$ cat src/rtl/apb_regfile_slave.sv
// APB completer over a register file (reg 0 = read-only ID); fixed WAIT_CYCLES wait states, transfer = WAIT_CYCLES+2 cycles.
// No backpressure beyond pready; one transfer outstanding, registered outputs, protocol aborts drop the transfer.
module apb_regfile_slave #(
  parameter int                   addrwidth   = 16,
  parameter int                   datawidth   = 16,
  parameter int                   NREGS       = 16,
  parameter int                   WAIT_CYCLES = 1,
  parameter logic [datawidth-1:0] ID_VALUE    = 16'hA5B0
) (
  input  logic                 pclk,
  input  logic                 preset,
  input  logic                 psel,
  input  logic                 penable,
  input  logic [addrwidth-1:0] paddr,
  input  logic                 pwrite,
  input  logic [datawidth-1:0] pwdata,
  output logic [datawidth-1:0] prdata,
  output logic                 pready,
  output logic                 pslverr
);

  localparam int IW = $clog2(NREGS);
  localparam logic [addrwidth-1:0] NREGS_A = addrwidth'(NREGS);

  typedef enum logic [1:0] {IDLE, ACCESS, RESP} state_t;

  state_t                 state_q, state_d;
  logic [3:0]             cnt_q, cnt_d;
  logic [addrwidth-1:0]   addr_q, addr_d;
  logic                   write_q, write_d;
  logic [datawidth-1:0]   wdata_q, wdata_d;
  logic [datawidth-1:0]   prdata_q, prdata_d;
  logic                   pready_q, pready_d;
  logic                   pslverr_q, pslverr_d;
  logic [datawidth-1:0]   regs_q [NREGS];
  logic [datawidth-1:0]   regs_d [NREGS];

  logic                   setup, complete, commit;
  logic [addrwidth-1:0]   dec_addr;
  logic                   dec_write;

  always_comb begin
    state_d   = state_q;
    cnt_d     = cnt_q;
    addr_d    = addr_q;
    write_d   = write_q;
    wdata_d   = wdata_q;
    prdata_d  = '0;
    pready_d  = 1'b0;
    pslverr_d = 1'b0;
    regs_d    = regs_q;
    setup     = 1'b0;
    complete  = 1'b0;
    dec_addr  = paddr;
    dec_write = pwrite;

    // The write lands at the edge ending the pready cycle.
    commit = (state_q == RESP) && write_q && (addr_q < NREGS_A) && (addr_q != '0);
    if (commit) begin
      regs_d[addr_q[IW-1:0]] = wdata_q;
    end

    case (state_q)
      IDLE: setup = psel && !penable;
      ACCESS: begin
        if (!psel || !penable) begin
          state_d = IDLE;
        end else if (cnt_q > 4'd1) begin
          cnt_d = cnt_q - 4'd1;
        end else begin
          complete = 1'b1;
          state_d  = RESP;
        end
      end
      RESP: begin
        setup = psel && !penable;
        if (!setup) begin
          state_d = IDLE;
        end
      end
      default: state_d = IDLE;
    endcase

    if (setup) begin
      addr_d  = paddr;
      write_d = pwrite;
      wdata_d = pwdata;
      cnt_d   = 4'(WAIT_CYCLES);
      if (WAIT_CYCLES == 0) begin
        complete = 1'b1;
        state_d  = RESP;
      end else begin
        state_d  = ACCESS;
      end
    end

    // Zero wait states decode the live bus; otherwise the captured request.
    if (complete) begin
      if (state_q == ACCESS) begin
        dec_addr  = addr_q;
        dec_write = write_q;
      end
      pready_d = 1'b1;
      if (dec_addr >= NREGS_A) begin
        pslverr_d = 1'b1;
      end else if (dec_addr == '0) begin
        if (dec_write) begin
          pslverr_d = 1'b1;
        end else begin
          prdata_d = ID_VALUE;
        end
      end else if (!dec_write) begin
        prdata_d = regs_d[dec_addr[IW-1:0]];
      end
    end
  end

  always_ff @(posedge pclk) begin
    if (preset) begin
      state_q   <= IDLE;
      cnt_q     <= '0;
      addr_q    <= '0;
      write_q   <= 1'b0;
      wdata_q   <= '0;
      prdata_q  <= '0;
      pready_q  <= 1'b0;
      pslverr_q <= 1'b0;
      for (int i = 0; i < NREGS; i++) begin
        regs_q[i] <= '0;
      end
    end else begin
      state_q   <= state_d;
      cnt_q     <= cnt_d;
      addr_q    <= addr_d;
      write_q   <= write_d;
      wdata_q   <= wdata_d;
      prdata_q  <= prdata_d;
      pready_q  <= pready_d;
      pslverr_q <= pslverr_d;
      regs_q    <= regs_d;
    end
  end

  assign prdata  = prdata_q;
  assign pready  = pready_q;
  assign pslverr = pslverr_q;

endmodule
$ cat config.mk
export PLATFORM = sky130hd
export DESIGN_NAME = apb_regfile_slave
export DESIGN_NICKNAME = d
export VERILOG_FILES = /design/src/rtl/apb_regfile_slave.sv
export SDC_FILE = /design/constraint.sdc
export NUM_CORES = 1
export LEC_CHECK = 0
export CAP_MARGIN = 20
export CORE_AREA = 2 2 153 185
export CTS_CLUSTER_SIZE = 14
export DETAILED_ROUTE_END_ITERATION = 10
export DIE_AREA = 0 0 155 187
export GPL_TIMING_DRIVEN = 0
export PLACE_DENSITY = 0.65
export SETUP_SLACK_MARGIN = 0.05
export SKIP_LAST_GASP = 1
export SYNTH_ARGS = -nofsm -noshare
export SYNTH_HDL_FRONTEND = slang
export SYNTH_SLANG_ARGS = --single-unit
$ cat constraint.sdc
create_clock -name pclk -period 2.68 [get_ports pclk]
set_clock_uncertainty 0.05 [all_clocks]
set_input_delay 0.402 -clock pclk [delete_from_list [all_inputs] [get_ports pclk]]
set_output_delay 0.402 -clock pclk [all_outputs]
set_load 0.02 [all_outputs]
; ---- After elaboration in Yosys (flattened, before gate mapping)
; Cells that the tools add are included.
[word_totals]
reg_bits = 313
latchBits = 0
ram_bits = 0
romBits = 0
input_bits = 37
out_inout_bits = 18
elab_cells = 98
mem_count = 0
[classes]
addsub = 1
multipliers = 0
div_mod_pow = 0
order_cmp = 6
n_eq_ne = 8
n_shift = 0
mux = 31
bitwise = 5
n_reduce_logical = 21
[ops]
columns = op, n
row1 = bitwise mux 256 bit, 1
row2 = 2-to-1 mux 256 bit, 1
row3 = 2-to-1 mux 16 bit, 8
row4 = binary-select mux 16 bit (select 4 bit), 1
row5 = demux 16 bit (select 4 bit), 1
row6 = greater-or-equal comparator 16 x 5 -> 1 bit (second input constant), 1
row7 = zero test 16 bit, 1
row8 = < comparator 16 x 5 -> 1 bit (second input constant), 1
row9 = nonzero test 16 bit, 1
row10 = 2-to-1 mux 1 bit, 15
row11 = AND reduction 3 bit, 4
row12 = greater-or-equal comparator 5 bit (second input constant), 2
row13 = inverter 4 -> 5 bit, 2
row14 = 2-to-1 mux 2 bit, 3
row15 = != test 2 bit (second input constant), 3
row16 = != test 3 bit (second input constant), 2
row17 = case mux 2 bit (3 select lines), 1
row18 = OR reduction 2 bit, 3
row19 = logical AND 1 bit, 5
row20 = < comparator 5 x 1 -> 1 bit (second input constant), 1
row21 = > comparator 4 x 1 -> 1 bit (second input constant), 1
row22 = != test 4 bit (second input constant), 1
row23 = nonzero test 2 bit, 2
row24 = subtractor 4 x 1 -> 4 bit (second input constant), 1
row25 = other kinds (7), 10

; ---- Logic depth before layout (Yosys ltp)
; Gate-level depths: netlist of the first run.
[logic_depth]
ltp_word = 12
mapped_depth = 10
depth_no_buf = 8

; ---- Worst setup path after synthesis of the first run
; No wires, ideal clock.
[synth_path]
path_kind = register to register
startpoint = reg addr_q[15]
endpoint = reg prdata_q[0], in the netlist prdata[0]
setup_time_ps = 120
arrival_time_ps = 2225
t_required_ps = 2510
slack_ps = 286
path_stages_with_launch = 9
n_path_buf = 1
synth_period_minus_slack_ps = 2394
path_cell_list = dfxtp_1 nor4_4 nand4_4 or4_1 buf_2 o22a_1 o211ai_1 o211ai_1 a211o_1
[synth_via]
elab_chain_len = 9
word_cells_on_any_way = 15
classes_between = 2 x order compare / 8 x mux / 5 x reduce/logical
[synth_rtl]
columns = element, line
row1 = start: declaration, 29  ; logic [addrwidth-1:0] addr_q, addr_d;
row2 = start signal: assignment, 134  ; addr_q <= addr_d;
row3 = < comparator 16 x 5 -> 1 bit, 58  ; commit = (state_q == RESP) && write_q && (addr_q < NREGS_A) && (addr_q != '0);
row4 = logical AND 1 bit (2 in series), 58
row5 = 2-to-1 mux 256 bit, 59  ; if (commit) begin
row6 = binary-select mux 16 bit (select 4 bit), 113  ; prdata_d = regs_d[dec_addr[IW-1:0]];
row7 = 2-to-1 mux 16 bit (not written as such) (2 in series), 113
row8 = 2-to-1 mux 16 bit, 112  ; end else if (!dec_write) begin
row9 = 2-to-1 mux 16 bit, 106  ; end else if (dec_addr == '0) begin
row10 = end signal: assignment, 137  ; prdata_q <= prdata_d;
row11 = end: declaration, 32  ; logic [datawidth-1:0] prdata_q, prdata_d;
; Parallel ways exist; a longest one is shown, timed or not. The select of a mux whose other input is x is not followed.
; A chain may end at the register's enable or synchronous reset.

; ---- Final worst setup path of the first run
[layout_path]
startpoint = reg state_q[0]
endpoint = reg prdata_q[12], in the netlist prdata[12]
[layout_via]
elab_chain_len = 10
word_cells_on_any_way = 21
classes_between = 1 x order compare / 2 x eq/ne / 11 x mux / 2 x bitwise / 5 x reduce/logical
[layout_rtl]
columns = element, line
row1 = start: declaration, 27  ; state_t state_q, state_d;
row2 = start signal: assignment, 132  ; state_q <= state_d;
row3 = equality test 2 bit, 58
row4 = logical AND 1 bit (3 in series), 58
row5 = 2-to-1 mux 256 bit, 59
row6 = binary-select mux 16 bit (select 4 bit), 113
row7 = 2-to-1 mux 16 bit (not written as such) (2 in series), 113
row8 = 2-to-1 mux 16 bit, 112
row9 = 2-to-1 mux 16 bit, 106
; Parallel ways exist; a longest one is shown, timed or not. The select of a mux whose other input is x is not followed.

==> results of run 1 <==
==> layout make-up <==
type | count | area (µm²)
timing repair buffer | 108 | 1020
fill | 2461 | 10600
clock inverter | 11 | 263
tap | 345 | 432
multi-input combinational | 1299 | 7340
sequential | 306 | 6140
clock buffer | 43 | 891
inverter | 6 | 22.5
buffer | 138 | 682
==> power breakdown <==
group	switching (mW)	internal [mW]
logic	0.670	0.315
registers	0.0472	4.57
clock network	1.88	3.07
==> how the worst min path moves through the flow <==
stage                                     start                       to  cells after the start
after CTS                             paddr[12]  addr_q[12]$_SDFFE_PP0P_                      3
after global placement    regs_q[10]$_SDFF_PP0_    regs_q[10]$_SDFF_PP0_                      2
after floorplan            regs_q[4]$_SDFF_PP0_     regs_q[4]$_SDFF_PP0_                      2
final                                    preset    cnt_q[1]$_SDFFE_PP0P_                      2
after global routing                  paddr[13]  addr_q[13]$_SDFFE_PP0P_                      3
after detailed placement  regs_q[10]$_SDFF_PP0_    regs_q[10]$_SDFF_PP0_                      2
==> metal layers <==
layer	vias to the layer above	global-route usage [%]	part of all wire [%]	wire length [µm]
li1	6389	-	-	-
met1	6582	46.0	38	20800
met2	863	58.9	45	24900
met3	226	6.02	8.7	4770
met4	2	25.7	8.3	4570
met5	-	0	0.024	13
==> kinds of logic after synthesis <==
family,Yosys count
buf+inv,153
mux,21
fa+ha+maj,2
xor+xnor,5
compound gates,538
flops,306
simple gates,733
==> worst register-to-register path: stages, from the launching register on <==
cell and delay, ns:
dfxtp_1 0.40, and3b_2 0.28, nand4_1 0.16, buf_6 0.26, buf_4 0.34, nor2_1 0.10, or4_1 0.53, o2bb2ai_2 0.21
a211o_1 0.30
==> repair_timing <==
| action | in CTS | in global routing |
|---|---|---|
| endpoints found under the setup margin | 223 | 128 |
| hold buffers | 0 | 0 |
| cloned | 1 | 0 |
| pin swaps | 23 | 26 |
| resized for setup | 148 | 77 |
| buffers inserted | 34 | 19 |
==> synth_stat cells, types with 7 or more instances <==
library cell,n
buf_2,15
o21ai_0,59
o211ai_1,38
o221ai_1,36
mux2i_1,17
nand2_1,547
nor2_1,65
and3_1,7
nand3_1,26
a21oi_1,279
dfxtp_1,306
a211o_1,17
clkbuf_1,126
or4_1,7
o22a_1,13
o22ai_1,49
nor3_1,20
a22oi_1,9
nor2b_1,15
==> sequential cells by signal (all words and copies together) (netlist names) <==
register  flops
pready        1
regs_q      249
write_q       1
prdata       16
cnt_q         4
wdata_q      16
addr_q       16
pslverr       1
state_q       2
==> stage by stage <==
step / cell area (µm²) / power [mW]
2_1_floorplan: 13400 / 5.13
3_3_place_gp: 14400 / 5.49
3_5_place_dp: 14400 / 5.49
4_1_cts: 16400 / 10.5
5_1_grt: 16800 / 10.8
6_report: 16800 / 10.6
==> flow_summary.ini, run 1 <==
[synthesis]
synth.distinct_cells = 58
synth-seq-area-share_pct = 45.7
synth-xor-area-share_pct = 0.327
synth.area.top_cells = dfxtp_1, nand2_1, a21oi_1
yosys_warnings = 0
synth_fa_ha_area_share_pct = 0.187
synthSimpleGateAreaFrac_pct = 23.3
ys_ff_latch = 306
synthCells = 1758
synth_compound_area_share_pct = 24.3
synth_top_family_by_area = compound AO/OA/AOI/OAI gates
syn_area_um2 = 13400
syn_avg_cell_area_um2 = 7.62
synth_ff_type = dfxtp_1
synth_top_area_share_pct = 45.7
synth.area.mux_share_pct = 1.61
synth.largest_area_cell = dfxtp_1
syn_nets = 1797
synthArstFlopShare_pct = 0
synth_edf_count = 0

[critical_path]
r2r_cells = 8
r2r_slack_ns = -0.04
slowest_stage = or4_1
cpLargestDelayFamily = simple AND/OR/NAND/NOR gates
crit_path_start_kind = flop
cp_max_fo = 10
cp_cell_sequence = and3b_2, nand4_1, buf_6, buf_4, nor2_1, or4_1, o2bb2ai_2, a211o_1
cp.arrival_ns = 3.13
worstSetupStartpoint = state_q[0]$_SDFFE_PP0P_
end_kind = flop
r2r-start = state_q[0]$_SDFFE_PP0P_
path_class = flop to flop
crit_cells = 8
cp.required_ns = 3.09
critical-path-max-stage-delay_ns = 0.53
worstReg2RegEnd = prdata[12]$_SDFF_PP0_
crit_buf_inv = 2
cp-endpoint = prdata[12]$_SDFF_PP0_

[power_and_ir_drop]
vdd_drop_max_uv = 555
p_leak_nw = 5.45
power_density_nw_per_um2 = 629

[outcome]
violations = setup timing
outcome = complete, but fails checks

[final_layout]
stdcell_count = 2256
fin_util_pct = 61.2
finalNetCount = 1929
layout_common_cells = nand2_1, dfxtp_1, a21oi_1
drive_gt1_share_pct = 14.4
final_common_cell = nand2_1
antenna_cells = 0
area_growth_pct = 25.4

[route]
wire_per_inst_um = 24.4
post-route-drc-count = 0
drt_iter0_markers = 1544
avgViaCountPerCell = 6.23
drt_wl_total_mm = 55.0
antenna_violating_nets_post_route = 0
detail_route.first_pass.iterations = 6
route.vias.total = 14100

[clock_tree]
htreeDepth = 1
cts_max_path_buffers = 3
path_clk_slew_ns = 0.07
cts_tree = yes
cts-root-buf = clkbuf_16
insertion_delay_ns = 0.58
numClockSinks = 306
cts_buffers = 31

[floorplan]
initial_core_util_pct = 48.9
die_w_um = 155
dieArea_um2 = 29000
die_h_um = 187
rows = 67
core_um2 = 27400
ios = 55

[sta]
fin_tns_setup_ns = -0.167
rsz0062_at_grt = yes
report.final.slew_viol_count = 0
setup_ws_ns = -0.0358
worst_pin_slew_ns = 1.11
setup_viol = 7
max_freq_mhz = 368
fin_crit_ns = 2.72
holdWs_ns = 0.312
finalHoldViolCount = 0
post-route-period-util_pct = 101
slew_headroom_pct = 26.0

[global_routing]
grt-ovfl-total = 0
antenna_found_initial = 1
grt_pass1_wl_mm = 81.6
track_usage_pct = 37.1
grt_pass1_vias = 13100
grt_max_degree = 16

[placement]
post-dp-hpwl_mm = 38.6
gp_congestion = 1.03
placed_cells = 2156
pre_cts_slack_ns = -1.08
portBuffers = 53

[hold_path]
hold_path_class = primary input to flop

[flow_run]
maxCapViolCount = 0
No activity file was read; power rests on OpenSTA's default activity.
==> inputs of run 2 (changes only) <==
Settings changed: ABC_AREA set to 1, CORE_AREA 2 2 153 185 to 2 2 165 199, DIE_AREA 0 0 155 187 to 0 0 167 201, PLACE_DENSITY 0.65 to 0.64.
==> flow_summary.ini, run 2 <==
[outcome]
outcome = finished, final reports clean

[synthesis]
synth_ff_type = dfxtp_1
synthCells = 2442
synth_most_common_cell = nand2_1
syn_nets = 2481
synthArstFlopShare_pct = 0
ys_ff_latch = 313
synth.largest_area_cell = dfxtp_1
syn_avg_cell_area_um2 = 6.37
synth_common_cells = nand2_1, dfxtp_1, nor2_1, nand3_1, o21ai_0
synth_edf_count = 0
synth-seq-area-share_pct = 40.3
synth.distinct_cells = 36
syn_area_um2 = 15600
synth_top_area_share_pct = 40.3
yosys_warnings = 0
synth.area.top_cells = dfxtp_1, nand2_1, nand3_1

[floorplan]
die_w_um = 167
ios = 55
dieArea_um2 = 33600
core_um2 = 31800
initial_core_util_pct = 48.9
die_h_um = 201
rows = 72

[route]
wire_per_inst_um = 19.4
detail_route.first_pass.iterations = 6
post-route-drc-count = 0
route.vias.total = 16500
antenna_violating_nets_post_route = 0
drt_wl_total_mm = 57.4
avgViaCountPerCell = 5.56
drt_iter0_markers = 1608

[clock_tree]
cts_max_path_buffers = 3
cts_buffers = 35
cts_hold_buf = 0
cts-root-buf = clkbuf_16
htreeDepth = 2
cts_tree = yes
path_clk_slew_ns = 0.06
numClockSinks = 313
insertion_delay_ns = 0.55

[sta]
post-route-period-util_pct = 96.7
worst_pin_slew_ns = 0.948
setup_viol = 0
max_freq_mhz = 386
report.final.slew_viol_count = 0
finalHoldViolCount = 0
setup_ws_ns = 0.0878
rsz0062_at_grt = no
fin_crit_ns = 2.59
holdWs_ns = 0.369
slew_headroom_pct = 36.8

[global_routing]
track_usage_pct = 33.8
grt_pass1_vias = 15400
grt_pass1_wl_mm = 88.0
antenna_found_initial = 0
grt-ovfl-total = 0
grt_max_degree = 13

[power_and_ir_drop]
vdd_drop_max_uv = 560
power_density_nw_per_um2 = 596
p_leak_nw = 7.68

[critical_path]
cp_max_fo = 10
cp.required_ns = 3.11
r2r-start = state_q[0]$_SDFFE_PP0P_
worstSetupStartpoint = state_q[0]$_SDFFE_PP0P_
end_kind = flop
cp.arrival_ns = 3.02
crit_path_start_kind = flop
path_class = flop to flop

[final_layout]
fillers = 3190
antenna_cells = 0
largest_register_ffs = 256
fin_util_pct = 56.0
area_growth_pct = 14.5
layout_common_cells = nand2_1, dfxtp_1, nor2_1
drive_gt1_share_pct = 7.16
final_common_cell = nand2_1
largest-register = regs_q
finalNetCount = 2575
stdcell_count = 2963

[hold_path]
hold_path_class = flop to flop
holdCritStartpoint = regs_q[255]$_SDFF_PP0_

[placement]
portBuffers = 53
post-dp-hpwl_mm = 42.0
gp_congestion = 1.04
pre_cts_slack_ns = -0.393
placed_cells = 2902

[flow_run]
maxCapViolCount = 0
[run 2: cell count changes in the layout (fill, tap and decap cells not counted), sizes merged, moves of 38 or more]
cell	previous run	this run
o22ai	49	0
nor2	65	264
nand3	27	232
inv	7	195
o21ai	64	269
a21oi	279	162
o211ai	38	0
nand2	547	797
[run 2: worst paths after layout]
kind                            depth (start not counted)                     end  slack [ns]
worst max-delay path                                   12    prdata[8]$_SDFF_PP0_        0.09
worst min-delay path                                    2  regs_q[255]$_SDFF_PP0_        0.37
worst max register to register                         12    prdata[8]$_SDFF_PP0_        0.09
worst min register to register                          2  regs_q[255]$_SDFF_PP0_        0.37
[run 2: cell type report]
cell class                 instances  area (µm²)  area share (%)
buffer                           158         810            4.54
clock buffer                      51         987            5.54
clock inverter                     6        70.1           0.393
inverter                         197         747            4.19
multi-input combinational       1774        7860            44.1
sequential                       313        6270            35.2
tap                              407         509            2.86
timing repair buffer              57         561            3.15
[run 2: cell families after synthesis]
family	synth area share, %
and+or+nand+nor	35.6
AOI/OAI and AO/OA	14.4
buffers and inverters	9.63
DFF	40.3
adders and majority gates	0.161
[run 2: layer usage]
metal  global-route usage, %  up-vias  part of all wire [%]
li1                        -     8007                     -
met1                    42.3     7595                    41
met2                    55.1      686                    45
met3                    5.64      183                   7.5
met4                    19.0        0                   6.4
met5                       0        -                     0
[run 2: through the flow]
step / total power, mW / setup TNS (ns) / area [µm²]
2_1_floorplan: 5.47 / 0 / 15600
3_3_place_gp: 5.97 / -5.10 / 16600
3_5_place_dp: 5.98 / -4.75 / 16600
4_1_cts: 10.6 / 0 / 17700
5_1_grt: 10.9 / 0 / 17800
6_report: 10.6 / 0 / 17800
[run 2: worst max-delay path: stages, from the launching register on]
cell and delay (ns):
dfxtp_1 0.42, nand2_4 0.13, inv_2 0.12, or2_1 0.13, o21ai_2 0.12, inv_2 0.36
clkbuf_4 0.38, nand3_1 0.15, nand3_1 0.12, nand3_1 0.09, nand3_1 0.18, nand2_1 0.11
a21oi_1 0.15
[run 2: where the power goes]
part / internal, mW / switching, mW
sequential: 4.69 / 0.0582
combinational: 0.315 / 0.891
clock: 2.65 / 2.01
[run 2: repair_timing]
item,CTS,global route
setup buffers,0,4
gates resized for setup,16,42
pin swaps,0,2
endpoints found under the setup margin,15,16
==> inputs of run 3 (changes only) <==
==> constraint.sdc (replaced) <==
create_clock -name pclk -period 2.68 [get_ports pclk]
set_clock_uncertainty 0.05 [all_clocks]
set_input_delay 0.268 -clock pclk [delete_from_list [all_inputs] [get_ports pclk]]
set_output_delay 0.268 -clock pclk [all_outputs]
set_load 0.02 [all_outputs]
==> results of run 3 <==
The final DEF is identical to that of run 2. Status: finished, final reports clean.
Among the figures that moved: setup slack after placement -0.393 ns -> -0.259 ns; hold slack 0.369 ns -> 0.289 ns; end point of the worst hold path regs_q[255]$_SDFF_PP0_ -> addr_q[12]$_SDFFE_PP0P_
